[config.mk]
export PLATFORM = sky130hd
export DESIGN_NAME = pipeline_hazard_ctrl
export DESIGN_NICKNAME = d
export VERILOG_FILES = /design/src/rtl/pipeline_hazard_pkg.sv /design/src/rtl/hazard_mem_wait_fsm.sv /design/src/rtl/pipeline_hazard_ctrl.sv
export SDC_FILE = /design/constraint.sdc
export NUM_CORES = 1
export LEC_CHECK = 0
export BUFFER_PORTS_ARGS = -buffer_cell sky130_fd_sc_hd__buf_2
export CAP_MARGIN = 40
export CORE_MARGIN = 2
export CORE_UTILIZATION = 37
export CTS_CLUSTER_DIAMETER = 120
export DETAILED_ROUTE_END_ITERATION = 16
export GPL_TIMING_DRIVEN = 0
export SYNTH_ARGS = -nofsm -noshare
export SYNTH_HDL_FRONTEND = slang
export SYNTH_SLANG_ARGS = --single-unit
[constraint.sdc]
create_clock -name clk -period 5.5 [get_ports clk]
set_input_delay 0.55 -clock clk [delete_from_list [all_inputs] [get_ports clk]]
set_output_delay 0.55 -clock clk [all_outputs]
set_load 0.02 [all_outputs]
[src/rtl/pipeline_hazard_pkg.sv]
// Shared types for the pipeline hazard controller: forwarding selects,
// memory-wait FSM states, scoreboard entries and the forwarding rule.
package pipeline_hazard_pkg;

  localparam int unsigned REG_W = 5;

  typedef enum logic [1:0] {
    FWD_RF = 2'b00,
    FWD_W  = 2'b01,
    FWD_M  = 2'b10
  } forward_sel_t;

  typedef enum logic [1:0] {
    IDLE  = 2'd0,
    WAIT  = 2'd1,
    ERROR = 2'd2
  } hazard_state_t;

  // Destination info tracked for every in-flight stage.
  typedef struct packed {
    logic [REG_W-1:0] rd;
    logic             reg_write;
    logic             is_load;
  } sb_entry_t;

  // Execute stage additionally keeps its source registers for forwarding.
  typedef struct packed {
    logic [REG_W-1:0] rs1;
    logic [REG_W-1:0] rs2;
    sb_entry_t        dst;
  } exec_entry_t;

  // Memory-stage ALU result wins over WriteBack; loads in Memory have no
  // data yet, and x0 is never forwarded.
  function automatic forward_sel_t fwd_sel(input logic [REG_W-1:0] rs,
                                           input sb_entry_t        m,
                                           input logic [REG_W-1:0] rd_w,
                                           input logic             wr_w);
    forward_sel_t sel;
    sel = FWD_RF;
    if (m.reg_write && !m.is_load && (m.rd != '0) && (m.rd == rs)) begin
      sel = FWD_M;
    end else if (wr_w && (rd_w != '0) && (rd_w == rs)) begin
      sel = FWD_W;
    end
    return sel;
  endfunction

endpackage

[src/rtl/hazard_mem_wait_fsm.sv]
// Tracks multi-cycle data-memory accesses with a timeout.
// Ports: clk, reset (sync, active-high), mem_req_M / mem_ready from the
// Memory stage; mem_stall_c (combinational freeze request), mem_error
// (registered, sticky until reset).
module hazard_mem_wait_fsm
  import pipeline_hazard_pkg::*;
#(
  parameter int unsigned MEM_TIMEOUT = 16
) (
  input  logic clk,
  input  logic reset,
  input  logic mem_req_M,
  input  logic mem_ready,
  output logic mem_stall_c,
  output logic mem_error
);

  localparam int unsigned WCNT_W = $clog2(MEM_TIMEOUT + 1);

  hazard_state_t     state, state_nx;
  logic [WCNT_W-1:0] wcnt, wcnt_nx;

  // State, wait counter and error flag registers.
  always_ff @(posedge clk) begin
    if (reset) begin
      state     <= IDLE;
      wcnt      <= '0;
      mem_error <= 1'b0;
    end else begin
      state     <= state_nx;
      wcnt      <= wcnt_nx;
      mem_error <= (state_nx == ERROR);
    end
  end

  // Next state and stall request; the ready cycle itself never stalls.
  always_comb begin
    state_nx    = state;
    wcnt_nx     = wcnt;
    mem_stall_c = 1'b0;
    unique case (state)
      IDLE: begin
        if (mem_req_M && !mem_ready) begin
          mem_stall_c = 1'b1;
          state_nx    = WAIT;
          wcnt_nx     = WCNT_W'(1);
        end
      end
      WAIT: begin
        if (mem_ready) begin
          state_nx = IDLE;
          wcnt_nx  = '0;
        end else begin
          mem_stall_c = 1'b1;
          if (wcnt == WCNT_W'(MEM_TIMEOUT)) begin
            state_nx = ERROR;
          end else begin
            wcnt_nx = wcnt + WCNT_W'(1);
          end
        end
      end
      ERROR: begin
        mem_stall_c = 1'b1;
      end
      default: begin
        state_nx = IDLE;
      end
    endcase
  end

endmodule

[src/rtl/pipeline_hazard_ctrl.sv]
// Hazard controller: drives stall/flush controls for the pipeline registers
// and Execute operand-forwarding selects from an internal scoreboard of
// in-flight destination registers.
// Ports: Decode instruction fields (valid_D, rs1_D, rs2_D, rd_D, regWrite_D,
// isLoad_D), pcSrc_E, mem_req_M, mem_ready; outputs stall_F/D/E/M,
// flush_D/E/W, forwardA_E/forwardB_E, mem_error, stall_cnt.
module pipeline_hazard_ctrl
  import pipeline_hazard_pkg::*;
#(
  parameter int unsigned MEM_TIMEOUT = 16,
  parameter int unsigned CNT_W       = 32
) (
  input  logic             clk,
  input  logic             reset,
  input  logic             valid_D,
  input  logic [REG_W-1:0] rs1_D,
  input  logic [REG_W-1:0] rs2_D,
  input  logic [REG_W-1:0] rd_D,
  input  logic             regWrite_D,
  input  logic             isLoad_D,
  input  logic             pcSrc_E,
  input  logic             mem_req_M,
  input  logic             mem_ready,
  output logic             stall_F,
  output logic             stall_D,
  output logic             stall_E,
  output logic             stall_M,
  output logic             flush_D,
  output logic             flush_E,
  output logic             flush_W,
  output logic [1:0]       forwardA_E,
  output logic [1:0]       forwardB_E,
  output logic             mem_error,
  output logic [CNT_W-1:0] stall_cnt
);

  logic             mem_stall_c;
  logic             load_use_c;
  exec_entry_t      dec_entry_c;
  exec_entry_t      sb_e;
  sb_entry_t        sb_m;
  logic [REG_W-1:0] rd_w;
  logic             reg_write_w;

  hazard_mem_wait_fsm #(
    .MEM_TIMEOUT(MEM_TIMEOUT)
  ) u_mem_wait (
    .clk        (clk),
    .reset      (reset),
    .mem_req_M  (mem_req_M),
    .mem_ready  (mem_ready),
    .mem_stall_c(mem_stall_c),
    .mem_error  (mem_error)
  );

  // Decode fields as they would enter Execute; bubbles never write.
  always_comb begin
    dec_entry_c               = '0;
    dec_entry_c.rs1           = rs1_D;
    dec_entry_c.rs2           = rs2_D;
    dec_entry_c.dst.rd        = rd_D;
    dec_entry_c.dst.reg_write = valid_D & regWrite_D;
    dec_entry_c.dst.is_load   = valid_D & isLoad_D;
  end

  assign load_use_c = valid_D & sb_e.dst.is_load & sb_e.dst.reg_write &
                      (sb_e.dst.rd != '0) &
                      ((sb_e.dst.rd == rs1_D) | (sb_e.dst.rd == rs2_D));

  // Prioritised stall/flush controls, all quiet during reset.
  always_comb begin
    stall_F = 1'b0;
    stall_D = 1'b0;
    stall_E = 1'b0;
    stall_M = 1'b0;
    flush_D = 1'b0;
    flush_E = 1'b0;
    flush_W = 1'b0;
    if (!reset) begin
      if (mem_stall_c) begin
        stall_F = 1'b1;
        stall_D = 1'b1;
        stall_E = 1'b1;
        stall_M = 1'b1;
        flush_W = 1'b1;
      end else if (pcSrc_E) begin
        flush_D = 1'b1;
        flush_E = 1'b1;
      end else if (load_use_c) begin
        stall_F = 1'b1;
        stall_D = 1'b1;
        flush_E = 1'b1;
      end
    end
  end

  assign forwardA_E = reset ? 2'(FWD_RF) : 2'(fwd_sel(sb_e.rs1, sb_m, rd_w, reg_write_w));
  assign forwardB_E = reset ? 2'(FWD_RF) : 2'(fwd_sel(sb_e.rs2, sb_m, rd_w, reg_write_w));

  // Scoreboard mirrors the pipeline; a memory freeze holds E/M and bubbles W.
  always_ff @(posedge clk) begin
    if (reset) begin
      sb_e        <= '0;
      sb_m        <= '0;
      rd_w        <= '0;
      reg_write_w <= 1'b0;
    end else if (mem_stall_c) begin
      rd_w        <= '0;
      reg_write_w <= 1'b0;
    end else begin
      sb_e        <= flush_E ? '0 : dec_entry_c;
      sb_m        <= sb_e.dst;
      rd_w        <= sb_m.rd;
      reg_write_w <= sb_m.reg_write;
    end
  end

  // Saturating count of front-end stall cycles.
  always_ff @(posedge clk) begin
    if (reset) begin
      stall_cnt <= '0;
    end else if (stall_F && (stall_cnt != '1)) begin
      stall_cnt <= stall_cnt + CNT_W'(1);
    end
  end

endmodule

==> impl_metrics.env, run 1 <==
export IMPL_status="completed"
export IMPL_hold_buffers=0
export IMPL_drt_wl_total_um=9030
export IMPL_tightest_slew_ns=0.737
export IMPL_via_per_inst=5.51
export IMPL_slew_viol_final=0
export IMPL_yosysTopAreaCell="dfxtp_1"
export IMPL_rsz0062_at_grt="false"
export IMPL_wl_per_cell_um=15.7
export IMPL_cts_path_max_buffers=2
export IMPL_final_area_um2=4170
export IMPL_ff2ff_setup_slack_ns=2.98
export IMPL_die_area_um2=10300
export IMPL_yosysSeqAreaShare_pct=40.0
export IMPL_die_y_um=101
export IMPL_min_period_ns=3.18
export IMPL_synth_seq_cells=70
export IMPL_cts_resized_gates=0
export IMPL_hold_end="sb_e[2]"
export IMPL_leakage_nw=1.71
export IMPL_track_usage_pct=18.1
export IMPL_clock_latency_ns=0.35
export IMPL_setup_viol=0
export IMPL_fmax_mhz=314
export IMPL_grt_max_degree=13
export IMPL_worstPathCellList="buf_2 > o21bai_1 > o21ai_1 > buf_2 > and2_1 > buf_2 > buf_1 > buf_4 > buf_2"
export IMPL_async_reset_ff_share_pct=0
export IMPL_grt_pass1_wl_um=14600
export IMPL_r2r_end="stall_cnt[25]"
export IMPL_grt_remaining_overflow=0
export IMPL_drt_iter0_drc=104
export IMPL_drc=0
export IMPL_slowest_stage="buf_1"
export IMPL_htree_levels=3
export IMPL_holdCritStartpoint="rd_D[0]"
export IMPL_whs_path_depth=2
export IMPL_ioPinCount=67
export IMPL_hp_class="in -> reg"
export IMPL_ys_warn_count=0
export IMPL_hold_violations=0
export IMPL_first_global_vias=3048
export IMPL_clk_pin_slew_ns=0.07
export IMPL_finalCritPeriodShare_pct=57.9
export IMPL_ir_drop_mv=0.143
export IMPL_yosys_top_cells_area="dfxtp_1 40%, xor2_1 6.0%, or4_1 4.9%"
export IMPL_layout_drive_gt1_share_pct=21.7
export IMPL_synth_cells=383
export IMPL_end_kind="output port"
export IMPL_clock_sinks=70
export IMPL_placed_area_um2=3970
export IMPL_crit_required_ns=4.95
export IMPL_ys_types=49
export IMPL_numCtsBuffers=9
export IMPL_cp_start_kind="primary input"
export IMPL_rows=35
export IMPL_coreArea_um2=9200
export IMPL_r2r_cells=10
export IMPL_synth_edff_count=0
export IMPL_dp_hpwl_um=6730
export IMPL_syn_nets=409
export IMPL_powerDensity_nw_per_um2=250
export IMPL_place_congestion=0.829
export IMPL_slew_headroom_pct=50.8
export IMPL_via_count=3174
export IMPL_yosysTopAreaCellShare_pct=40.0
export IMPL_tns_ns=0
export IMPL_area_delta_synth_final_pct=19.1
export IMPL_slowest_delay_ns=0.47
export IMPL_postCtsSetupRepairBufs=0
export IMPL_cp_arrival_ns=2.63
export IMPL_critPathMostFrequentCell="buf_2"
export IMPL_die_x_um=101
export IMPL_initial_core_util_pct=38.1
export IMPL_path_class="in -> out"
export IMPL_drtAntennaViolNets=0
export IMPL_antenna_found_initial=0
export IMPL_nets=486
export IMPL_dr_pass1_iters=4
export IMPL_root_buffer="clkbuf_8"
export IMPL_syn_area_um2=3500
export IMPL_cp_max_fo=12
export IMPL_drv_cap=0
export IMPL_ys_flop_type="dfxtp_1"
export IMPL_portBuffers=66
export IMPL_clock_skew_ns=0.0123
export IMPL_rr_startpoint="stall_cnt[0]"
export IMPL_syn_area_per_cell_um2=9.14
export IMPL_cts_tree="done"
export IMPL_n_antenna_cell=0
## metal layers
layer / up-vias / GRT usage, % / routed length [um] / share of wire, %
met3: 13 / 3.31 / 375 / 4.2
met2: 80 / 29.1 / 4200 / 47
met4: 0 / 8.84 / 139 / 1.5
met1: 1497 / 23.5 / 4320 / 48
met5: - / 0 / 0 / 0
li1: 1584 / - / - / -
## Yosys cell counts (all sizes together), types with 2 or more instances
cell type and number:
a21oi 27, a22o 15, a32o 2, and2 13, and4 5, buf 16
clkbuf 6, dfxtp 70, ha 3, inv 7, mux2 5, mux2i 9
nand2 18, nand3 16, nand4 10, nor2 29, nor2b 5, nor3 6
nor3b 3, nor4 10, o211ai 2, o21ai 8, o311ai 4, o31ai 16
o41ai 3, or2 2, or3 6, or4 23, xnor2 9, xor2 24
## layout make-up
class                           instances  area, um2
Tap cell                              111        139
Buffer                                 22        130
Clock buffer                           13        159
Fill cell                             940       5020
Clock inverter                          3       42.5
Inverter                                7       26.3
Sequential cell                        70       1400
Timing Repair Buffer                   66        330
Multi-Input combinational cell        284       1940
## placed cells by master (no fill, tap or decap), types with 3 or more instances in the layout
master and n:
dfxtp_1 70, nor3b_1 3, o31ai_1 16, ha_1 3
o311ai_0 3, a22o_1 15, and2_1 13, buf_4 7
a21oi_1 27, nand4_1 10, nor2b_1 5, nor2_1 29
mux2_1 5, inv_1 6, nand3_1 16, o21ai_1 6
mux2i_1 9, xor2_1 24, or3_1 6, xnor2_1 9
o41ai_1 3, or4_1 23, nand2_1 18, nor4_1 9
clkbuf_8 11, clkbuf_1 8, nor3_1 5, and4_1 5
buf_2 71
## through the flow
step / worst slack, ns / hold slack [ns] / power [W] / std cells / utilization, %
2_1_floorplan: 2.73 / 0.444 / 0.000592 / 383 / -
3_3_place_gp: 2.31 / 0.472 / 0.000623 / 560 / 43.2
3_5_place_dp: 2.27 / 0.482 / 0.000624 / 560 / 43.2
4_1_cts: 2.27 / 0.402 / 0.00105 / 576 / 45.4
5_1_grt: 2.11 / 0.410 / 0.00108 / 576 / 45.4
6_report: 2.32 / 0.418 / 0.00104 / 576 / 45.4
## sequential cells by signal (all words and copies together), names as in the netlist
register and cells:
rd_w 5, reg_write_w 1, sb_e 17, sb_m 7
stall_cnt 32, u_mem_wait.mem_error 1, u_mem_wait.state 2, u_mem_wait.wcnt 5
## cell families (layout without fill, tap and decap cells)
family / count (synthesis) / count (layout) / synth area share, %
AND/OR/NAND/NOR: 150 / 150 / 24.8
AO/OA/AOI/OAI: 84 / 84 / 17.3
flip-flops: 70 / 70 / 40.0
XOR/XNOR: 33 / 33 / 8.25
buffers and inverters: 29 / 111 / 4.47
multiplexers: 14 / 14 / 4.18
adder cells (fa/ha/maj): 3 / 3 / 1.07
## worst max-delay path: cells and delay by family
family / cells / cell delay, ns
buffers and inverters: 6 / 1.49
and+or+nand+nor: 1 / 0.17
AOI/OAI and AO/OA: 2 / 0.41
## worst max-delay path by stage
stage,start,end,slack (ns),cells after the start
after detailed placement,mem_ready,stall_M,2.27,9
final,mem_ready,stall_M,2.32,9
after floorplan,mem_ready,stall_E,2.73,7
after global routing,u_mem_wait.state[0],stall_E,2.11,8
after global placement,mem_ready,stall_E,2.31,9
after CTS,u_mem_wait.state[0],stall_M,2.27,8
## report_power, final
group          switching, W  total [W]  internal, W  leakage, nW
clock              0.000195   0.000430     0.000234       0.0996
sequential        0.0000125   0.000528     0.000516        0.567
combinational     0.0000484  0.0000834    0.0000350         1.04
total              0.000256    0.00104     0.000785         1.71
Power figures use the tool's default switching activity.
==> run 2: changes to the inputs <==
==> constraint.sdc (replaced) <==
create_clock -name clk -period 3.07 [get_ports clk]
set_input_delay 0.307 -clock clk [delete_from_list [all_inputs] [get_ports clk]]
set_output_delay 0.307 -clock clk [all_outputs]
set_load 0.02 [all_outputs]
==> impl_metrics.env, run 2 (same netlist as run 1, synthesis figures left out) <==
export IMPL_antenna_found_initial=0
export IMPL_area_delta_synth_final_pct=19.0
export IMPL_r2r_end="stall_cnt[25]"
export IMPL_htree_levels=3
export IMPL_wl_per_cell_um=15.6
export IMPL_drt_wl_total_um=8990
export IMPL_path_class="reg -> out"
export IMPL_powerDensity_nw_per_um2=448
export IMPL_cp_start_kind="register"
export IMPL_layout_drive_gt1_share_pct=21.8
export IMPL_die_y_um=101
export IMPL_comb_power_share_pct=8.0
export IMPL_r2r_cells=10
export IMPL_via_per_inst=5.54
export IMPL_pwr_share_clk_pct=41.4
export IMPL_track_usage_pct=18.1
export IMPL_initial_core_util_pct=38.1
export IMPL_cp_arrival_ns=2.50
export IMPL_slew_viol_final=0
export IMPL_final_common_cell="buf_2"
export IMPL_reg_top3="stall_cnt: 32 flops, sb_e: 17 flops, sb_m: 7 flops"
export IMPL_nets=485
export IMPL_drv_cap=0
export IMPL_timing_hold_ws_ns=0.171
export IMPL_finalCritPeriodShare_pct=91.5
export IMPL_drtAntennaViolNets=0
export IMPL_fmax_mhz=356
export IMPL_tightest_slew_ns=0.758
export IMPL_power_switching_w=0.000462
export IMPL_layout_common_cells="71 x buf_2, 70 x dfxtp_1, 29 x nor2_1"
export IMPL_dp_slack_ns=0.328
export IMPL_clock_latency_ns=0.35
export IMPL_cts_resized_gates=0
export IMPL_grt_remaining_overflow=0
export IMPL_portBuffers=66
export IMPL_status="completed"
export IMPL_die_area_um2=10300
export IMPL_n_antenna_cell=0
export IMPL_slew_headroom_pct=49.3
export IMPL_dr_pass1_iters=4
export IMPL_postCtsSetupRepairBufs=0
export IMPL_via_count=3188
export IMPL_root_buffer="clkbuf_8"
export IMPL_numCtsBuffers=9
export IMPL_ir_drop_mv=0.257
export IMPL_clock_skew_ns=0.0112
export IMPL_dp_cells=560
export IMPL_dp_hpwl_um=6730
export IMPL_die_x_um=101
export IMPL_cp_endpoint="stall_F"
export IMPL_rsz0062_at_grt="false"
export IMPL_tns_ns=0
export IMPL_drc=0
export IMPL_hold_buffers=0
export IMPL_leakage_nw=1.71
export IMPL_rows=35
export IMPL_largest_register_ffs=32
export IMPL_worst_slack_ns=0.262
export IMPL_final_instance_count_excl_fill=575
export IMPL_hold_violations=0
export IMPL_cp_startpoint="sb_e[3]"
export IMPL_top_register="stall_cnt"
export IMPL_grt_max_degree=13
export IMPL_first_global_vias=3048
export IMPL_cp_max_fo=10
export IMPL_hp_class="in -> reg"
export IMPL_clock_sinks=70
export IMPL_rr_startpoint="stall_cnt[0]"
export IMPL_grt_pass1_wl_um=14600
export IMPL_pwr_share_seq_pct=50.7
export IMPL_crit_required_ns=2.76
export IMPL_ff2ff_setup_slack_ns=0.56
export IMPL_min_period_ns=2.81
export IMPL_end_kind="output port"
export IMPL_clk_pin_slew_ns=0.07
export IMPL_ioPinCount=67
export IMPL_p_int_w=0.00141
export IMPL_cts_tree="done"
export IMPL_drt_iter0_drc=95
export IMPL_coreArea_um2=9200
export IMPL_cts_path_max_buffers=2
export IMPL_setup_viol=0
export IMPL_place_congestion=0.829
export IMPL_swShare_pct=24.7
## run 2: cell type report
class,instances,area [um2]
Buffer,21,126
Clock buffer,13,159
Clock inverter,3,42.5
Fill cell,940,5030
Inverter,7,26.3
Multi-Input combinational cell,284,1940
Sequential cell,70,1400
Tap cell,111,139
Timing Repair Buffer,66,330
## run 2: power by group through the flow
stage / clock network [W] / registers, W / logic, W
floorplan: 0 / 0.000962 / 0.0000994
global placement: 0 / 0.000967 / 0.000148
detailed placement: 0 / 0.000968 / 0.000151
CTS: 0.000783 / 0.000947 / 0.000151
global route: 0.000825 / 0.000949 / 0.000166
finish: 0.000773 / 0.000947 / 0.000149
## run 2: worst max-delay path, stage by stage (launching register included)
cell	delay (ns)
dfxtp_1	0.39
or4_1	0.54
o2111ai_1	0.22
or3_1	0.20
a2bb2oi_4	0.26
buf_6	0.19
inv_2	0.08
buf_4	0.13
buf_2	0.15
## run 2: worst min-delay path by stage
stage,cells past startpoint,start,slack (ns),endpoint
floorplan,1,rs2_D[3],0.43,sb_e[10]
global placement,1,sb_m[1],0.47,reg_write_w
CTS,2,rd_D[0],0.16,sb_e[2]
detailed placement,1,sb_m[1],0.48,reg_write_w
global route,2,rd_D[2],0.17,sb_e[4]
finish,2,rd_D[3],0.17,sb_e[5]
## run 2: layer usage
layer	up-vias	routed length, um	GRT usage [%]
met5	-	0	0
li1	1589	-	-
met2	83	4150	29.1
met1	1502	4270	23.5
met3	14	391	3.31
met4	0	167	8.84
## run 2: per-stage QoR
stage | instance area, um2 | power [W] | util, %
2_1_floorplan | 3500 | 0.00106 | -
3_3_place_gp | 3970 | 0.00112 | 43.2
3_5_place_dp | 3970 | 0.00112 | 43.2
4_1_cts | 4170 | 0.00188 | 45.4
5_1_grt | 4170 | 0.00194 | 45.3
6_report | 4170 | 0.00187 | 45.3
